**src/rtl/logic_l4_sum_dec_if.sv**
```systemverilog
// rtl/logic_l4_sum_dec_if.sv - running-sum decoder stream/handshake bundle
interface logic_l4_sum_dec_if #(
    parameter int PAR_DATA_BITS = 8,
    parameter int PAR_CNT_BITS  = 16
);
    logic                     ib_clear;
    logic [PAR_DATA_BITS-1:0] ivG_sum;
    logic                     ib_valid;
    logic                     ob_ready;
    logic [PAR_DATA_BITS-1:0] ovG_data;
    logic                     ob_valid;
    logic                     ib_ready;
    logic [PAR_CNT_BITS-1:0]  ovG_count;

    modport slave (
        input  ib_clear, ivG_sum, ib_valid, ib_ready,
        output ob_ready, ovG_data, ob_valid, ovG_count
    );

    modport master (
        output ib_clear, ivG_sum, ib_valid, ib_ready,
        input  ob_ready, ovG_data, ob_valid, ovG_count
    );
endinterface

```
**src/rtl/logic_l4_sum_dec.sv**
```systemverilog
// rtl/logic_l4_sum_dec.sv - running-sum stream decoder with 2-entry output buffer
module logic_l4_sum_dec #(
    parameter int PAR_DATA_BITS = 8,
    parameter int PAR_CNT_BITS  = 16
) (
    input  logic                  ib_clk,
    input  logic                  ib_rst,
    logic_l4_sum_dec_if.slave     bus
);
    logic [PAR_DATA_BITS-1:0] prev_q;
    logic [PAR_DATA_BITS-1:0] mem_q [2];
    logic [PAR_DATA_BITS-1:0] last_q;
    logic                     wr_ptr_q;
    logic                     rd_ptr_q;
    logic [1:0]               fill_q;
    logic [PAR_CNT_BITS-1:0]  cnt_q;

    logic                     ready;
    logic                     valid;
    logic                     acc;
    logic                     pop;
    logic [PAR_DATA_BITS-1:0] delta;

    // Handshake outputs come straight from the fill register, so there is
    // no combinational path from ib_valid or ib_ready back to ob_ready.
    assign ready = ~fill_q[1];
    assign valid = (fill_q != 2'd0);
    assign acc   = bus.ib_valid & ready;
    assign pop   = valid & bus.ib_ready;

    // A clear in the same cycle as an accept decodes against a zero reference.
    assign delta = bus.ivG_sum - (bus.ib_clear ? {PAR_DATA_BITS{1'b0}} : prev_q);

    assign bus.ob_ready  = ready;
    assign bus.ob_valid  = valid;
    assign bus.ovG_data  = valid ? mem_q[rd_ptr_q] : last_q;
    assign bus.ovG_count = cnt_q;

    always_ff @(posedge ib_clk or negedge ib_rst) begin
        if (!ib_rst) begin
            prev_q   <= '0;
            mem_q[0] <= '0;
            mem_q[1] <= '0;
            last_q   <= '0;
            wr_ptr_q <= 1'b0;
            rd_ptr_q <= 1'b0;
            fill_q   <= 2'd0;
            cnt_q    <= '0;
        end else begin
            if (acc) begin
                mem_q[wr_ptr_q] <= delta;
                wr_ptr_q        <= ~wr_ptr_q;
                prev_q          <= bus.ivG_sum;
                cnt_q           <= bus.ib_clear ? PAR_CNT_BITS'(1) : cnt_q + 1'b1;
            end else if (bus.ib_clear) begin
                prev_q <= '0;
                cnt_q  <= '0;
            end

            // Remember the word just drained so ovG_data holds steady when empty.
            if (pop) begin
                rd_ptr_q <= ~rd_ptr_q;
                last_q   <= mem_q[rd_ptr_q];
            end

            case ({acc, pop})
                2'b10:   fill_q <= fill_q + 2'd1;
                2'b01:   fill_q <= fill_q - 2'd1;
                default: fill_q <= fill_q;
            endcase
        end
    end
endmodule

```
**src/flat_wrapper.sv**
```systemverilog
// flat-port wrapper written by rule: the top's interface ports become plain ports
module logic_l4_sum_dec_flat 
#(
    parameter int PAR_DATA_BITS = 8,
    parameter int PAR_CNT_BITS  = 16
)
  (ib_clk, ib_rst, bus_ib_clear, bus_ivG_sum, bus_ib_valid, bus_ib_ready, bus_ob_ready, bus_ovG_data, bus_ob_valid, bus_ovG_count);
  logic_l4_sum_dec_if #(.PAR_DATA_BITS(PAR_DATA_BITS), .PAR_CNT_BITS(PAR_CNT_BITS)) bus_i ();
  input  logic ib_clk;
  input  logic ib_rst;
  input wire logic [$bits(bus_i.ib_clear)-1:0] bus_ib_clear;
  input wire logic [$bits(bus_i.ivG_sum)-1:0] bus_ivG_sum;
  input wire logic [$bits(bus_i.ib_valid)-1:0] bus_ib_valid;
  input wire logic [$bits(bus_i.ib_ready)-1:0] bus_ib_ready;
  output wire logic [$bits(bus_i.ob_ready)-1:0] bus_ob_ready;
  output wire logic [$bits(bus_i.ovG_data)-1:0] bus_ovG_data;
  output wire logic [$bits(bus_i.ob_valid)-1:0] bus_ob_valid;
  output wire logic [$bits(bus_i.ovG_count)-1:0] bus_ovG_count;
  assign bus_i.ib_clear = bus_ib_clear;
  assign bus_i.ivG_sum = bus_ivG_sum;
  assign bus_i.ib_valid = bus_ib_valid;
  assign bus_i.ib_ready = bus_ib_ready;
  assign bus_ob_ready = bus_i.ob_ready;
  assign bus_ovG_data = bus_i.ovG_data;
  assign bus_ob_valid = bus_i.ob_valid;
  assign bus_ovG_count = bus_i.ovG_count;
  logic_l4_sum_dec #(.PAR_DATA_BITS(PAR_DATA_BITS), .PAR_CNT_BITS(PAR_CNT_BITS)) u_core (.ib_clk(ib_clk), .ib_rst(ib_rst), .bus(bus_i));
endmodule
```
**config.mk**
```make
export PLATFORM = sky130hd
export DESIGN_NAME = logic_l4_sum_dec_flat
export DESIGN_NICKNAME = d
export VERILOG_FILES = /design/src/rtl/logic_l4_sum_dec_if.sv /design/src/rtl/logic_l4_sum_dec.sv /design/src/flat_wrapper.sv
export SDC_FILE = /design/constraint.sdc
export NUM_CORES = 1
export LEC_CHECK = 0
export BUFFER_PORTS_ARGS = -buffer_cell sky130_fd_sc_hd__buf_2
export CAP_MARGIN = 15
export CORE_AREA = 5 5 72 90
export CTS_CLUSTER_SIZE = 24
export DETAILED_ROUTE_END_ITERATION = 12
export DIE_AREA = 0 0 77 95
export PLACE_DENSITY_LB_ADDON = 0.05
export SLEW_MARGIN = 20
export SYNTH_ARGS = -nofsm -noshare
export SYNTH_HDL_FRONTEND = slang
export SYNTH_SLANG_ARGS = --single-unit
```
**constraint.sdc**
```tcl
create_clock -name ib_clk -period 2.53 [get_ports ib_clk]
set_clock_uncertainty 0.05 [all_clocks]
set_input_delay 0.506 -clock ib_clk [delete_from_list [all_inputs] [get_ports ib_clk]]
set_output_delay 0.506 -clock ib_clk [all_outputs]
set_load 0.05 [all_outputs]
```
### Yosys cells after proc, flatten, opt, wreduce, memory -nomap -nowiden

Cells that the tools add are included.
Widths: inputs -> output; s select.

* bits in registers: 52
* bits in latches: 0
* memory bits (writable): 0
* ROM bits: 0
* bits of input ports: 13
* output and inout port bits: 26
* memories: 0

* add/subtract/negate cells: 4
* $mul: 0
* div/mod/pow operators: 0
* $lt $le $gt $ge: 3
* equality and inequality tests: 2
* shift-type cells: 0
* mux-type cells: 13
* bitwise gates (word level): 7
* reductions and logical operators: 4

Operators with widths (number)
* $mux 8: 7
* $mux 16: 3
* $add 16x1->16 const B: 1
* $bwmux 16: 1
* $demux 8 s1: 1
* $sub 8x8->8: 1
* $reduce_bool 2->1: 3
* $ge 2x2->1 const B: 2
* $not 1->2: 2
* $pmux 2 s2: 1
* $not 1->1: 3
* $add 2x1->2 const B: 1
* $and 1x1->1: 2
* $eq 2x1->1 const B: 1
* $eq 2x2->1 const B: 1
* $lt 2x1->1 const B: 1
* $sub 2x1->2 const B: 1
* $logic_and 1x1->1: 1

### Logic depth before layout (Yosys ltp)

Gate-level depths: netlist of run 1.

* word-level depth: 6
* mapped depth: 9
* depth with buffers taken out: 8

### Worst setup path after synthesis of run 1

Ideal clock, no wire load.

* path kind: register -> output
* start point: reg u_core.fill_q[1]
* end point: out bus_ovG_data[6]
* arrival time: 2.243 ns
* path slack: -0.269 ns
* stages on the path, launching flop included: 6
* path through: dfrtp_1 > or2_2 > clkbuf_1 > clkbuf_1 > nor2_1 > a21oi_1

* word-level cells in the longest chain between the ends: 2

RTL lines
* from (decl): line logic_l4_sum_dec.sv:15 `logic [1:0] fill_q;`
* from (signal assigned): line logic_l4_sum_dec.sv:67 `2'b10: fill_q <= fill_q + 2'd1;`
* from (signal assigned): line logic_l4_sum_dec.sv:68 `2'b01: fill_q <= fill_q - 2'd1;`
* from (signal assigned): line logic_l4_sum_dec.sv:69 `default: fill_q <= fill_q;`
* $reduce_bool 2->1: line logic_l4_sum_dec.sv:27 `assign valid = (fill_q != 2'd0);`
* via bus_ob_valid: line flat_wrapper.sv:17 `output wire logic [$bits(bus_i.ob_valid)-1:0] bus_ob_valid;`
* $mux 8: line logic_l4_sum_dec.sv:36 `assign bus.ovG_data = valid ? mem_q[rd_ptr_q] : last_q;`
* to (decl): line flat_wrapper.sv:16 `output wire logic [$bits(bus_i.ovG_data)-1:0] bus_ovG_data;`

The timed path passes the listed nets, and every way through them passes these cells.

### Worst setup path in the final report of run 1

* start point: reg u_core.rd_ptr_q
* end point: out bus_ovG_data[6]

* word-level cells in the longest chain between the ends: 5

RTL lines
* from (decl): line logic_l4_sum_dec.sv:14 `logic rd_ptr_q;`
* from (signal assigned): line logic_l4_sum_dec.sv:62 `rd_ptr_q <= ~rd_ptr_q;`
* $not 1->2 (not written as such): line logic_l4_sum_dec.sv:36
* $mux 8 (not written as such) (3 in a row): line logic_l4_sum_dec.sv:36
* $mux 8: line logic_l4_sum_dec.sv:36

Every way passes these cells. The select of a mux whose other input is x is not followed.

==> impl_metrics.toml, run 1 <==
[clock_tree]
cts_made_buffers = 5
path_clk_slew_ns = 0.09
clock_latency_ns = 0.30
clk_path_buf_depth = 2
cts_sinks = 52
cts_resized = 0
htree_num_levels = 2
ctsHoldBuffers = 0
post-cts-setup-buffers = 0
cts_root_buf = "clkbuf_8"
cts_tree = "built"

[yosys]
ys_warn_count = 0
ys_types = 43
yosysSeqAreaShare = 0.4848
synth-main-ff-cell = "dfrtp_1"
ys_ff_latch = 52
synth.avg_cell_area_um2 = 9.384
synth_edf_count = 0
synth_area_um2 = 2684
syn_inst = 286
synthArstFlopShare = 1.000
syn_nets = 309

[power]
power.total_w = 0.003340
p_per_area_nw_per_um2 = 1088
leakage_nw = 1.455
peakVddDrop_mv = 0.6496

[die]
fp.dieW_um = 77
fp.dieArea_um2 = 7315
die_height_um = 95
pin_count = 39
rows = 31
initial_core_util = 0.4772
core_area_um2 = 5624

[sta]
finalCriticalPeriod_ns = 2.235
finalHoldViolCount = 0
tns_ns = 0
slew_headroom = 0.6191
slew_viol_final = 0
fin_crit_sh = 0.8835
rsz0062_at_grt = "no"
tightest_slew_ns = 0.5714
setup_viol = 0
fin_ws_ns = 0.2948
timing.fmax_ghz = 0.4474

[setup_path]
endpoint_kind = "output port"
worstPathCellList = "mux2i_1 > a21oi_2 > buf_2"
worst-path-max-fanout = 9
worstSetupPathType = "register to output port"
worstPathRequired_ns = 1.97
critPathTopFamily = "flip-flops"
cp.arrival_ns = 1.68
critPathLaunchType = "register"
worst_path_max_delay_cell = "dfrtp_1"
crit_buf_inv = 1
max_stage_delay_ns = 0.68

[final_layout]
syn_to_final_growth_pct = 14.36
diodes = 0
drive_gt1_frac = 0.1829
design_area_um2 = 3069
nets = 350
fillerInstances = 530
layout_common_cells = "dfrtp_1, nand2_1, buf_2"
layout_commonest_cell = "dfrtp_1"

[placement]
placed_cell_area_um2 = 2979
dp_slack_ns = 0.1422
portBuffers = 38
hpwlAfterDp_um = 4192
place.gp.congestion = 0.7588

[grt]
grt_max_degree = 30
antenna_found_initial = 0
grt_pass1_wl_um = 9922
grt_remaining_overflow = 0
grt_pass1_vias = 2113
grt_use_total = 0.1672

[drt]
postRouteAntennaNets = 0
wire_per_inst_um = 14.53
vias_per_cell = 5.419
drc_errors = 0
routed_wl_um = 5725
first_iter_violations = 91
num_vias = 2135
first_pass_iters = 4

[job]
maxCapViolCount = 0

[outcome]
status = "finished, final reports clean"

[hold_path]
hp-class = "primary input to async pin"
[final timing paths]
kind / startpoint / to / slack [ns] / cells past startpoint
max in group asynchronous: ib_rst / u_core.bus.ovG_count[9]$_DFFE_PN0P_ / 1.74 / 2
min: ib_rst / u_core.last_q[0]$_DFFE_PN0N_ / 0.14 / 1
min in group ib_clk: bus_ivG_sum[4] / u_core.prev_q[4]$_DFF_PN0_ / 0.37 / 3
max: u_core.rd_ptr_q$_DFFE_PN0N_ / bus_ovG_data[6] / 0.29 / 3
max reg2reg: u_core.fill_q[1]$_DFFE_PN0P_ / u_core.bus.ovG_count[15]$_DFFE_PN0P_ / 0.39 / 5
min reg2reg: u_core.mem_q[13]$_DFFE_PN0P_ / u_core.mem_q[13]$_DFFE_PN0P_ / 0.43 / 2
[per-layer routing]
metal | track usage | vias up | share of wire
met4 | 0.05301 | 0 | 0.011
met1 | 0.2151 | 1029 | 0.46
met5 | 0 | - | 0
met3 | 0.03817 | 4 | 0.045
li1 | - | 1061 | -
met2 | 0.2805 | 41 | 0.48
[cells by family after synthesis]
logic type / after synthesis / synth area share
buffers and inverters: 21 / 0.03356
adders and majority gates: 10 / 0.04942
and+or+nand+nor: 116 / 0.2075
muxes: 11 / 0.04242
DFF: 52 / 0.4848
AOI/OAI and AO/OA: 59 / 0.1268
xor gates and xnor gates: 17 / 0.05548
[registers in the layout, indices dropped and copies added, names as in the netlist]
register / flops
u_core.bus.ovG_count: 16
u_core.mem_q: 16
u_core.last_q: 8
u_core.prev_q: 8
u_core.fill_q: 2
u_core.rd_ptr_q: 1
u_core.wr_ptr_q: 1
[cell type report]
| cell class | count | area [µm²] | area share |
|---|---|---|---|
| Sequential cell | 52 | 1301 | 0.4240 |
| Tap cell | 66 | 82.58 | 0.02691 |
| Inverter | 9 | 36.28 | 0.01182 |
| Clock buffer | 8 | 90.09 | 0.02935 |
| Timing Repair Buffer | 46 | 262.8 | 0.08561 |
| Multi-Input combinational cell | 213 | 1296 | 0.4223 |
[Yosys cell counts (2+ instances only)]
cell type | count | area (µm²)
ha_1 | 9 | 112.6
mux2_2 | 3 | 33.78
dfrtp_1 | 52 | 1301
nor4_1 | 2 | 12.51
or4_1 | 4 | 30.03
nor2_1 | 25 | 93.84
o21a_1 | 2 | 15.01
nand2_1 | 44 | 165.2
o21ai_0 | 25 | 125.1
xnor2_1 | 10 | 87.58
nand3_1 | 10 | 50.05
a21o_1 | 2 | 15.01
xor2_1 | 7 | 61.31
inv_1 | 8 | 30.03
nand2b_1 | 8 | 50.05
nor2b_1 | 4 | 25.02
nor3_1 | 4 | 20.02
o211ai_1 | 2 | 15.01
nor3b_1 | 2 | 15.01
or3_1 | 3 | 18.77
nand4_1 | 2 | 12.51
mux2i_1 | 8 | 80.08
a21oi_1 | 18 | 90.09
clkbuf_1 | 9 | 33.78
o31ai_1 | 4 | 30.03
a211o_1 | 2 | 17.52
[stage by stage]
stage / hold WS (ns) / instances / util
detailed placement: 0.4153 / 386 / 0.5297
finish: 0.1417 / 394 / 0.5457
global route: 0.1826 / 394 / 0.5457
floorplan: 0.1604 / 286 / -
CTS: 0.1572 / 394 / 0.5457
global placement: 0.4126 / 386 / 0.5297
[power by group]
part	internal [W]	switching (W)	leakage, nW
logic	0.000499	0.00109	0.732
registers	0.00108	0.000182	0.677
clock network	0.000224	0.000265	0.0455
Note: power is estimated with default switching activity, not from simulation.
==> run 2, diff against run 1 <==
--- a/config.mk
+++ b/config.mk
@@ -5,7 +5,7 @@
 export SDC_FILE = /design/constraint.sdc
 export NUM_CORES = 1
 export LEC_CHECK = 0
-export BUFFER_PORTS_ARGS = -buffer_cell sky130_fd_sc_hd__buf_2
+export BUFFER_PORTS_ARGS = -buffer_cell sky130_fd_sc_hd__clkbuf_2
 export CAP_MARGIN = 15
 export CORE_AREA = 5 5 72 90
 export CTS_CLUSTER_SIZE = 24
==> impl_metrics.toml, run 2 (synthesized netlist as in run 1, its figures left out) <==
[placement]
dp_slack_ns = 0.1517
dp.cells = 386
portBuffers = 38
hpwlAfterDp_um = 3943
place.gp.congestion = 0.7872

[sta]
setup_viol = 0
slew_viol_final = 0
finalCriticalPeriod_ns = 2.250
tns_ns = 0
tightest_slew_ns = 0.6559
fin_crit_sh = 0.8895
timing.fmax_ghz = 0.4444
hold_ws_ns = 0.2635
fin_ws_ns = 0.2796
slew_headroom = 0.5627
finalHoldViolCount = 0
rsz0062_at_grt = "no"

[grt]
grt_pass1_vias = 1986
grt_pass1_wl_um = 9480
grt_use_total = 0.1600
antenna_found_initial = 0
grt_max_degree = 53
grt_remaining_overflow = 0

[drt]
first_iter_violations = 65
vias_per_cell = 5.261
first_pass_iters = 4
drc_errors = 0
wire_per_inst_um = 13.95
postRouteAntennaNets = 0
routed_wl_um = 5497
num_vias = 2073

[die]
fp.dieArea_um2 = 7315
rows = 31
initial_core_util = 0.4772
pin_count = 39
core_area_um2 = 5624
die_height_um = 95
fp.dieW_um = 77

[clock_tree]
ctsHoldBuffers = 0
path_clk_slew_ns = 0.09
clk_path_buf_depth = 2
cts_tree = "built"
cts_made_buffers = 5
clock_latency_ns = 0.30
cts_root_buf = "clkbuf_8"
post-cts-setup-buffers = 0
htree_num_levels = 2
cts_resized = 0
cts_sinks = 52

[final_layout]
layout_common_cells = "dfrtp_1, nand2_1, clkbuf_2"
syn_to_final_growth_pct = 13.89
diodes = 0
nets = 350
instances_no_fill = 394
layout_commonest_cell = "dfrtp_1"
final_core_util = 0.5435
fillerInstances = 547
drive_gt1_frac = 0.1829

[setup_path]
worstSetupPathType = "register to output port"
endpoint_kind = "output port"
reg2reg_slack_ns = 0.42
rr_worst_depth = 5
timing.rr.start = "u_core.fill_q[1]$_DFFE_PN0P_"
worstPathRequired_ns = 1.97
worst-path-max-fanout = 18
endpoint = "bus_ovG_data[4]"
critPathLaunchType = "register"
startpoint = "u_core.fill_q[1]$_DFFE_PN0P_"
r2r-end = "u_core.bus.ovG_count[15]$_DFFE_PN0P_"
cp.arrival_ns = 1.69

[power]
peakVddDrop_mv = 0.6568
leakage_nw = 1.439
p_per_area_nw_per_um2 = 1087

[hold_path]
hp-class = "primary input to async pin"

[job]
maxCapViolCount = 0

[outcome]
status = "finished, final reports clean"
[run 2: changes by cell type in the layout (fill, tap and decap cells not counted), sizes merged]
| cell | previous run | this run |
|---|---|---|
| buf | 46 | 8 |
| clkbuf | 8 | 46 |
[run 2: metrics by stage]
stage               area (µm²)  total power (W)
floorplan                 2688         0.002498
global placement          2967         0.002858
detailed placement        2967         0.002876
CTS                       3057         0.003367
global route              3057         0.003574
finish                    3057         0.003323
[run 2: worst min path at each step]
stage | end
floorplan | u_core.bus.ovG_count[0]$_DFFE_PN0P_
global placement | u_core.last_q[7]$_DFFE_PN0N_
detailed placement | u_core.mem_q[11]$_DFFE_PN0P_
CTS | u_core.bus.ovG_count[3]$_DFFE_PN0P_
global route | u_core.bus.ovG_count[3]$_DFFE_PN0P_
finish | u_core.last_q[0]$_DFFE_PN0N_
[run 2: critical path: stages, from the launching register on]
cell	delay, ns
dfrtp_1	0.45
or2_2	0.45
a21oi_1	0.19
clkbuf_2	0.30
[run 2: layout make-up]
cell class / instances / area (µm²) / share of cell area
timing repair buffer: 46 / 250.2 / 0.08187
multi-input combinational: 213 / 1296 / 0.4241
tap: 66 / 82.58 / 0.02702
inverter: 9 / 36.28 / 0.01187
clock buffer: 8 / 90.09 / 0.02947
sequential: 52 / 1301 / 0.4257
[run 2: per-layer routing]
layer / global-route usage / wire (µm)
met4: 0.06017 / 85
met1: 0.2140 / 2643
met5: 0 / 0
met3: 0.02576 / 239
met2: 0.2620 / 2528
[run 2: report_power, final]
part / internal, W / switching (W)
clock network: 0.000224 / 0.000259
logic: 0.000491 / 0.00109
registers: 0.00108 / 0.000175
total: 0.00180 / 0.00153
